<file path="config.mk">
export PLATFORM = sky130hd
export DESIGN_NAME = reg_wb_ctrl_flat
export DESIGN_NICKNAME = d
export VERILOG_FILES = /design/src/rtl/reg_wb_ctrl_pkg.sv /design/src/rtl/reg_wb_ctrl_if.sv /design/src/rtl/reg_wb_ctrl_wb_fifo.sv /design/src/rtl/reg_wb_ctrl.sv /design/src/flat_wrapper.sv
export SDC_FILE = /design/constraint.sdc
export NUM_CORES = 1
export LEC_CHECK = 0
export ABC_CLOCK_PERIOD_IN_PS = 3700
export BUFFER_PORTS_ARGS = -buffer_cell sky130_fd_sc_hd__clkbuf_2
export CAP_MARGIN = 20
export CORE_UTILIZATION = 57
export DETAILED_ROUTE_END_ITERATION = 16
export GPL_TIMING_DRIVEN = 0
export PLACE_DENSITY = 0.86
export SKIP_LAST_GASP = 1
export SLEW_MARGIN = 20
export SYNTH_ARGS = -nofsm -noshare
export SYNTH_HDL_FRONTEND = slang
export SYNTH_SLANG_ARGS = --single-unit
export TNS_END_PERCENT = 5
</file>
<file path="constraint.sdc">
create_clock -name clk -period 3.7 [get_ports clk]
set_input_delay 0.74 -clock clk [delete_from_list [all_inputs] [get_ports clk]]
set_output_delay 0.74 -clock clk [all_outputs]
set_load 0.03 [all_outputs]
</file>
<file path="src/rtl/reg_wb_ctrl_pkg.sv">
// Shared widths and constants for the register-file write-back controller.
package reg_wb_ctrl_pkg;

    localparam int DW    = 32;
    localparam int AW    = 5;
    localparam int NREGS = 2 ** AW;

    localparam logic [AW-1:0] REG_ZERO = 5'd0;

    typedef enum logic [1:0] {
        SRC_NONE = 2'd0,
        SRC_ALU  = 2'd1,
        SRC_FIFO = 2'd2
    } wb_src_e;

endpackage

</file>
<file path="src/rtl/reg_wb_ctrl_if.sv">
// Producer/result and register-file write-port bundle of the write-back controller.
interface reg_wb_ctrl_if #(
    parameter int AW = reg_wb_ctrl_pkg::AW,
    parameter int DW = reg_wb_ctrl_pkg::DW
);
    logic                 alu_valid;
    logic [AW-1:0]        alu_rd;
    logic [DW-1:0]        alu_data;
    logic                 mem_valid;
    logic                 mem_ready;
    logic [AW-1:0]        mem_rd;
    logic [DW-1:0]        mem_data;
    logic [AW-1:0]        rw;
    logic [DW-1:0]        busw;
    logic                 we;
    logic [2**AW-1:0]     pend_mask;
    logic                 ovf_err;

    modport master (
        output alu_valid, alu_rd, alu_data, mem_valid, mem_rd, mem_data,
        input  mem_ready, rw, busw, we, pend_mask, ovf_err
    );

    modport slave (
        input  alu_valid, alu_rd, alu_data, mem_valid, mem_rd, mem_data,
        output mem_ready, rw, busw, we, pend_mask, ovf_err
    );
endinterface

</file>
<file path="src/rtl/reg_wb_ctrl_wb_fifo.sv">
// Circular buffer for memory results; an extra pointer MSB separates full from empty.
module wb_fifo #(
    parameter int DEPTH = 4,
    parameter int W     = 37
) (
    input  logic         clk,
    input  logic         rst,
    input  logic         push,
    input  logic [W-1:0] wdata,
    input  logic         pop,
    output logic [W-1:0] head,
    output logic         full,
    output logic         empty
);
    localparam int PW = $clog2(DEPTH);

    logic [W-1:0] mem_r [DEPTH];
    logic [PW:0]  wp_r;
    logic [PW:0]  rp_r;
    logic         push_ok_s;
    logic         pop_ok_s;

    // Occupancy flags and guarded push/pop strobes.
    always_comb begin
        empty     = (wp_r == rp_r);
        full      = (wp_r[PW] != rp_r[PW]) && (wp_r[PW-1:0] == rp_r[PW-1:0]);
        push_ok_s = push && !full;
        pop_ok_s  = pop && !empty;
        head      = mem_r[rp_r[PW-1:0]];
    end

    // Pointer registers; reset discards every queued entry.
    always_ff @(posedge clk or posedge rst) begin
        if (rst) begin
            wp_r <= '0;
            rp_r <= '0;
        end else begin
            if (push_ok_s) wp_r <= wp_r + 1'b1;
            if (pop_ok_s)  rp_r <= rp_r + 1'b1;
        end
    end

    // Entry storage, written at the write pointer.
    always_ff @(posedge clk) begin
        if (push_ok_s) mem_r[wp_r[PW-1:0]] <= wdata;
    end

endmodule

</file>
<file path="src/rtl/reg_wb_ctrl.sv">
// Register-file write-back controller: ALU results win, memory results are queued.
module reg_wb_ctrl #(
    parameter int DEPTH = 4,
    parameter int DW    = reg_wb_ctrl_pkg::DW,
    parameter int AW    = reg_wb_ctrl_pkg::AW
) (
    input  logic            clk,
    input  logic            rst,
    reg_wb_ctrl_if.slave    bus
);
    import reg_wb_ctrl_pkg::*;

    localparam int NR = 2 ** AW;
    localparam logic [NR-1:0] BIT0 = {{(NR-1){1'b0}}, 1'b1};

    logic [AW+DW-1:0] head_s;
    logic             full_s;
    logic             empty_s;
    logic             mem_ready_s;
    logic             alu_take_s;
    logic             mem_fire_s;
    logic             push_s;
    logic             pop_s;
    logic             viol_s;
    logic [NR-1:0]    set_s;
    logic [NR-1:0]    clr_s;
    logic [NR-1:0]    pend_next_s;

    logic             we_r;
    logic [AW-1:0]    rw_r;
    logic [DW-1:0]    busw_r;
    wb_src_e          src_r;
    logic [NR-1:0]    pend_r;
    logic             ovf_r;

    wb_fifo #(
        .DEPTH (DEPTH),
        .W     (AW + DW)
    ) u_fifo (
        .clk   (clk),
        .rst   (rst),
        .push  (push_s),
        .wdata ({bus.mem_rd, bus.mem_data}),
        .pop   (pop_s),
        .head  (head_s),
        .full  (full_s),
        .empty (empty_s)
    );

    assign mem_ready_s = !rst && !full_s;

    // Arbitration, pending-mask update and contract checks for this cycle.
    always_comb begin
        alu_take_s = bus.alu_valid && (bus.alu_rd != REG_ZERO);
        mem_fire_s = bus.mem_valid && mem_ready_s;
        push_s     = mem_fire_s && (bus.mem_rd != REG_ZERO);
        pop_s      = !alu_take_s && !empty_s;
        set_s      = {NR{1'b0}};
        clr_s      = {NR{1'b0}};
        if (push_s) begin
            set_s = BIT0 << bus.mem_rd;
        end else begin
            set_s = {NR{1'b0}};
        end
        // Clear lands on the same edge the register file commits the queued write.
        if (we_r && (src_r == SRC_FIFO)) begin
            clr_s = BIT0 << rw_r;
        end else begin
            clr_s = {NR{1'b0}};
        end
        pend_next_s = ((pend_r & ~clr_s) | set_s) & ~BIT0;
        viol_s      = (push_s && pend_r[bus.mem_rd]) ||
                      (alu_take_s && pend_r[bus.alu_rd]);
    end

    // Write-port output register, pending mask and sticky violation flag.
    always_ff @(posedge clk or posedge rst) begin
        if (rst) begin
            we_r   <= 1'b0;
            rw_r   <= {AW{1'b0}};
            busw_r <= {DW{1'b0}};
            src_r  <= SRC_NONE;
            pend_r <= {NR{1'b0}};
            ovf_r  <= 1'b0;
        end else begin
            if (alu_take_s) begin
                we_r   <= 1'b1;
                rw_r   <= bus.alu_rd;
                busw_r <= bus.alu_data;
                src_r  <= SRC_ALU;
            end else if (pop_s) begin
                we_r   <= 1'b1;
                rw_r   <= head_s[AW+DW-1:DW];
                busw_r <= head_s[DW-1:0];
                src_r  <= SRC_FIFO;
            end else begin
                we_r   <= 1'b0;
                src_r  <= SRC_NONE;
            end
            pend_r <= pend_next_s;
            if (viol_s) ovf_r <= 1'b1;
        end
    end

    assign bus.mem_ready = mem_ready_s;
    assign bus.we        = we_r;
    assign bus.rw        = rw_r;
    assign bus.busw      = busw_r;
    assign bus.pend_mask = pend_r;
    assign bus.ovf_err   = ovf_r;

endmodule

</file>
<file path="src/flat_wrapper.sv">
// flat-port wrapper written by rule: the top's interface ports become plain ports
module reg_wb_ctrl_flat import reg_wb_ctrl_pkg::*;
#(
    parameter int DEPTH = 4,
    parameter int DW    = reg_wb_ctrl_pkg::DW,
    parameter int AW    = reg_wb_ctrl_pkg::AW
)
  (clk, rst, bus_alu_valid, bus_alu_rd, bus_alu_data, bus_mem_valid, bus_mem_rd, bus_mem_data, bus_mem_ready, bus_rw, bus_busw, bus_we, bus_pend_mask, bus_ovf_err);
  reg_wb_ctrl_if #(.AW(AW), .DW(DW)) bus_i ();
  input  logic clk;
  input  logic rst;
  input wire logic [$bits(bus_i.alu_valid)-1:0] bus_alu_valid;
  input wire logic [$bits(bus_i.alu_rd)-1:0] bus_alu_rd;
  input wire logic [$bits(bus_i.alu_data)-1:0] bus_alu_data;
  input wire logic [$bits(bus_i.mem_valid)-1:0] bus_mem_valid;
  input wire logic [$bits(bus_i.mem_rd)-1:0] bus_mem_rd;
  input wire logic [$bits(bus_i.mem_data)-1:0] bus_mem_data;
  output wire logic [$bits(bus_i.mem_ready)-1:0] bus_mem_ready;
  output wire logic [$bits(bus_i.rw)-1:0] bus_rw;
  output wire logic [$bits(bus_i.busw)-1:0] bus_busw;
  output wire logic [$bits(bus_i.we)-1:0] bus_we;
  output wire logic [$bits(bus_i.pend_mask)-1:0] bus_pend_mask;
  output wire logic [$bits(bus_i.ovf_err)-1:0] bus_ovf_err;
  assign bus_i.alu_valid = bus_alu_valid;
  assign bus_i.alu_rd = bus_alu_rd;
  assign bus_i.alu_data = bus_alu_data;
  assign bus_i.mem_valid = bus_mem_valid;
  assign bus_i.mem_rd = bus_mem_rd;
  assign bus_i.mem_data = bus_mem_data;
  assign bus_mem_ready = bus_i.mem_ready;
  assign bus_rw = bus_i.rw;
  assign bus_busw = bus_i.busw;
  assign bus_we = bus_i.we;
  assign bus_pend_mask = bus_i.pend_mask;
  assign bus_ovf_err = bus_i.ovf_err;
  reg_wb_ctrl #(.DEPTH(DEPTH), .DW(DW), .AW(AW)) u_core (.clk(clk), .rst(rst), .bus(bus_i));
endmodule
</file>
After elaboration in Yosys (flattened, before gate mapping)
Memories as Yosys holds them, arrays and structs flattened.
Index checks and enable logic that the tools add are counted.
{"block": "totals", "ff_bits": 78, "out_inout_bits": 72, "mem_bits_rw": 148, "n_memories": 1, "in_bits": 78}
{"block": "classes", "order_cmp": 2, "n_eq_ne": 4, "shift": 2, "n_reduce_logical": 19, "n_bitwise": 3, "add_sub_neg": 2, "muxes": 16}
{"name": "u_core.u_fifo.mem_r", "depth": 4, "width": 37, "rd": 1, "rd_clocked_by_memory_dff": 0, "wr": 1, "line": "reg_wb_ctrl_wb_fifo.sv:17", "text": "logic [W-1:0] mem_r [DEPTH];"}
{"operator": "$mux 32", "n": 4}
{"operator": "$shl 1x5->32 const A", "n": 2}
{"operator": "$and 32x32->32", "n": 1}
{"operator": "$not 32->32", "n": 1}
{"operator": "$or 32x32->32", "n": 1}
{"operator": "$lt 5x6->1 const B", "n": 2}
{"operator": "$logic_and 1x1->1", "n": 11}
{"operator": "$bmux 1 s5", "n": 2}
{"operator": "$mux 5", "n": 2}
{"operator": "$reduce_bool 5->1", "n": 2}
{"operator": "$add 3x1->3 const B", "n": 2}
{"operator": "$mux 1", "n": 6}
{"operator": "$logic_not 1->1", "n": 4}
{"operator": "$mux 2", "n": 2}
{"operator": "$eq 3x3->1", "n": 1}
{"operator": "$eq 2x2->1", "n": 1}
{"operator": "$eq 2x2->1 const B", "n": 1}
{"operator": "$reduce_bool 2->1", "n": 1}
{"operator": "$logic_or 1x1->1", "n": 1}
{"operator": "$ne 1x1->1", "n": 1}

Longest topological paths before layout
{"block": "logic_depth", "ltp_word": 9, "depth_mapped": 7}

Modules after synthesis
A second synthesis with hierarchy kept.
{"block": "hier_totals", "cells_unflattened": 619, "hier_area_um2": 9544.2}
{"mod": "wb_fifo", "seq_area_each_um2": 4594.4, "cells_per_inst": 244, "area_each_um2": 5823.1, "instances": 1}
{"mod": "reg_wb_ctrl", "seq_area_each_um2": 1801.7, "cells_per_inst": 375, "area_each_um2": 3721.1, "instances": 1}

Worst setup path before layout
OpenSTA, ideal clock, no wires.
{"block": "synth_timing", "path_kind": "input to register", "start": "in rst", "end": "mem u_core.u_fifo.mem_r[3][0] (enable)", "setup_slack_ns": -0.949, "t_arrival_ns": 4.250, "cell_stages": 4, "cell_sequence": "inv_1 o311ai_2 a31oi_4 and2_1"}
{"block": "synth_between", "elab_chain_cells": 7}
{"element": "from (decl)", "line": "flat_wrapper.sv:11", "text": "input logic rst;"}
{"element": "$logic_not 1->1", "line": "reg_wb_ctrl.sv:50", "text": "assign mem_ready_s = !rst && !full_s;"}
{"element": "$logic_and 1x1->1", "line": "reg_wb_ctrl.sv:50"}
{"element": "$logic_and 1x1->1", "line": "reg_wb_ctrl.sv:55", "text": "mem_fire_s = bus.mem_valid && mem_ready_s;"}
{"element": "$logic_and 1x1->1", "line": "reg_wb_ctrl.sv:56", "text": "push_s = mem_fire_s && (bus.mem_rd != REG_ZERO);"}
{"element": "$logic_and 1x1->1", "line": "reg_wb_ctrl_wb_fifo.sv:27", "text": "push_ok_s = push && !full;"}
{"element": "$mux 1", "line": "reg_wb_ctrl_wb_fifo.sv:45", "text": "if (push_ok_s) mem_r[wp_r[PW-1:0]] <= wdata;"}
{"element": "$mux 1 (implied by the code)", "line": "reg_wb_ctrl_wb_fifo.sv:45"}
{"element": "to (decl)", "line": "reg_wb_ctrl_wb_fifo.sv:17"}
No other way between the ends.

Worst setup path after layout
{"block": "layout_timing", "start": "in rst", "end": "mem u_core.u_fifo.mem_r[3][29] (enable)"}
Same word-level chain as after synthesis.

==> summary.md <==
| Metric | Value |
|---|---|
| Status | complete, no violations |
| Largest net degree at the start of global routing | 30 |
| Crit path launch type | input port |
| CP delay by family, top | buffers and inverters |
| Post-Route WL | 23000 um |
| # hold bufs at CTS | 0 |
| Core area | 0.0161 mm^2 |
| Worst min path class | in2async |
| Slowest cell delay on critical path | 0.63 ns |
| Post-DP HPWL | 15800 um |
| Die Wd | 132 um |
| Routed Antenna Nets | 0 |
| Via density | 5.93 |
| Inst Count DP | 964 |
| Worst EP required | 3.91 ns |
| Period utilisation layout | 77.7% |
| Worst-path fanout max | 29 |
| Register bit count reported by yosys | 226 |
| CP endpoint kind | flop |
| Skew final | 0.0159 ns |
| Vias in the first global route | 6391 |
| N_diodes | 0 |
| Final nets | 855 |
| Row cnt | 46 |
| GR Util met3 | 4.09% |
| PortBufs | 146 |
| Initial Util | 59.3% |
| Worst-margin pin slew | 0.712 ns |
| Reg2Reg Setup Slack | 1.14 ns |
| Initial DRC count | 397 |
| Final min period | 2.87 ns |
| Synthesized cell area | 0.00956 mm^2 |
| Syn_nets | 679 |
| Buf/Inv on CP | 4 |
| Total power | 9320 uW |
| Area Growth Syn to Fin | 19.6% |
| Met2 usage | 46.1% |
| Chip Height | 132 um |
| First-pass GRT wire length | 35600 um |
| CP cell instances | clkbuf_2 > clkinvlp_4 > buf_12 > o311ai_2 > a31oi_4 > and2_2 > buf_16 |
| Clk pin slew, worst setup/hold paths | 0.06 ns |
| Post-Layout Cell Count | 1004 |
| Relative max-transition margin | 52.4% |
| Gate Count Post-Synth | 596 |
| Type of the worst setup path | in2reg |
| Routed WL per cell | 22.9 um |
| Htree depth | 1 |
| Power Density | 815 mW/mm^2 |
| Fin. max-slew vios | 0 |
| GR peak layer | met2 |
| Final Setup Violations | 0 |
| Clock Latency Late Sink | 0.51 ns |
| Primary FF master, synth | edfxtp_1 |
| Max-cap viol count | 0 |
| Layout fillers | 1065 |
| Post-synth EDFFs | 148 |
| Arrival time at the worst endpoint | 3.08 ns |
| Unrepaired setup endpoints after global routing | no |
| Clk buf depth | 3 |
| GP Congestion | 0.983 |
| Placement Cell Area | 0.0107 mm^2 |
| Avg Synthesized Cell Area | 16.0 um^2 |
| CTS Buf Count | 22 |
| Final Hold Viols | 0 |
| Async set-reset flop share out of synthesis | 34.5% |
| Yosys warns | 0 |
| Multi-input combinational cell area | 0.00291 mm^2 |
| Share of cells above drive strength 1 | 34.4% |
| Clock sink count | 226 |
| FF/Latch Area | 0.00640 mm^2 |
| Gr ovfl total | 0 |
| FMAX | 348 MHz |
| Leakage | 0.00457 uW |
| CP max stage cell | and2_2 |
| Critical Path Start | rst |
| Sequential share of the synthesized area | 66.9% |
| Boundary pin count | 150 |
| Final Cell Area | 0.0114 mm^2 |
| Drt drc | 0 |
| Distinct cells, synth | 48 |
| DRT Pass-1 Iters | 5 |
| Post-CTS sizing | 0 |
| Setup Buffers After CTS | 0 |
| GR Util met1 | 36.4% |
| Initial antenna violation count | 0 |
| Die Area | 0.0173 mm^2 |
| CTS tree | yes |
| VDD IR max | 534 uV |
| Reg2reg start | u_core.u_fifo.rp_r[2]$_DFFE_PP0P_ |
| Vias post-DR | 5951 |
| Gr usage total | 27.2% |
| Clock Tree Root | clkbuf_16 |
-- stage by stage --
stage               util [%]  hold slack, ns  setup WS, ns  setup TNS [ns]
CTS                     70.9           0.365         0.796               0
detailed placement      66.6           0.481         0.276               0
global route            70.9           0.402         0.629               0
floorplan                  -           0.462        0.0727               0
global placement        65.6           0.479         -1.25         -180.66
finish                  70.9           0.361         0.826               0
-- cell families after synthesis --
logic type | after synthesis | share of synthesized area (%)
compound gates | 110 | 6.79
buf+inv | 38 | 2.72
fa+ha+maj | 5 | 0.654
mux | 104 | 17.0
flops | 226 | 66.9
xor+xnor | 7 | 0.641
other cells | 1 | 0.0392
simple gates | 105 | 5.22
-- power breakdown --
group          switching (uW)  leakage [uW]  internal (uW)
Combinational            2110       0.00201           1350
Clock                     924      0.000348           1260
Sequential                399       0.00221           3270
Total                    3430       0.00457           5890
-- cells in the final DEF, fill, tap and decap left out, types with 4 or more instances in the layout --
master / instances
o21ai_2: 8
edfxtp_1: 148
nor2_1: 12
buf_4: 6
clkbuf_16: 22
mux4_1: 5
clkbuf_1: 14
and2_2: 4
nand2_1: 53
buf_6: 6
nand3b_1: 4
dfrtp_1: 78
buf_16: 5
xnor2_1: 4
inv_1: 6
o21ai_1: 30
nor3_1: 4
buf_2: 6
mux2i_1: 57
clkinv_2: 5
mux4_2: 40
ha_1: 5
clkbuf_8: 5
nand3_1: 9
clkbuf_2: 146
o21ai_0: 59
-- cell type report --
type                    count  share of cell area [%]
flip-flops and latches    226                    55.9
multi-input cells         332                    25.5
repair buffers            152                    7.77
plain buffers              30                    1.99
clock buffers              29                    5.13
well taps                 216                    2.36
clock inverters            11                    1.03
inverters                   8                   0.317
-- final timing paths --
kind,endpoint,cells after the start
setup / recovery,u_core.u_fifo.mem_r[3][29]$_DFFE_PP_,7
hold / removal,u_core.bus.pend_mask[29]$_DFF_PP0_,2
setup reg to reg,u_core.u_fifo.mem_r[3][29]$_DFFE_PP_,5
hold reg to reg,u_core.u_fifo.wp_r[2]$_DFFE_PP0P_,1
max in group asynchronous,u_core.bus.busw[18]$_DFFE_PP0P_,3
min in group clk,u_core.bus.busw[5]$_DFFE_PP0P_,3
-- synth_stat cells, drive strengths merged (2+ instances only) --
master	instances	area share, %
buf	18	1.5
or3	2	0.13
dfrtp	78	20
mux2	2	0.27
nand3b	4	0.31
a311oi	2	0.18
and3	3	0.20
nor2	12	0.47
xnor2	4	0.37
nand2	56	2.3
mux4	45	11
nand2b	2	0.13
nor3	4	0.21
mux2i	57	6.0
nor2b	3	0.20
o21ai	98	5.6
and2	4	0.26
a22oi	3	0.24
ha	5	0.65
clkbuf	12	0.89
xor2	3	0.27
inv	8	0.34
edfxtp	148	46
o311ai	2	0.26
or3b	2	0.18
nand3	9	0.47
-- metal layers --
layer  wire, um  part of all wire, %
met1       9290                   40
met2      11700                   51
met3       1260                  5.5
met4        726                  3.2
met5          0                    0
-- registers in the layout (all words and copies together), names as in the netlist --
| signal | count |
|---|---|
| u_core.u_fifo.mem_r | 148 |
| u_core.bus.ovf_err | 1 |
| u_core.u_fifo.rp_r | 3 |
| u_core.bus.we | 1 |
| u_core.src_r | 2 |
| u_core.bus.rw | 5 |
| u_core.bus.busw | 32 |
| u_core.bus.pend_mask | 31 |
| u_core.u_fifo.wp_r | 3 |
Power figures use the tool's default switching activity.
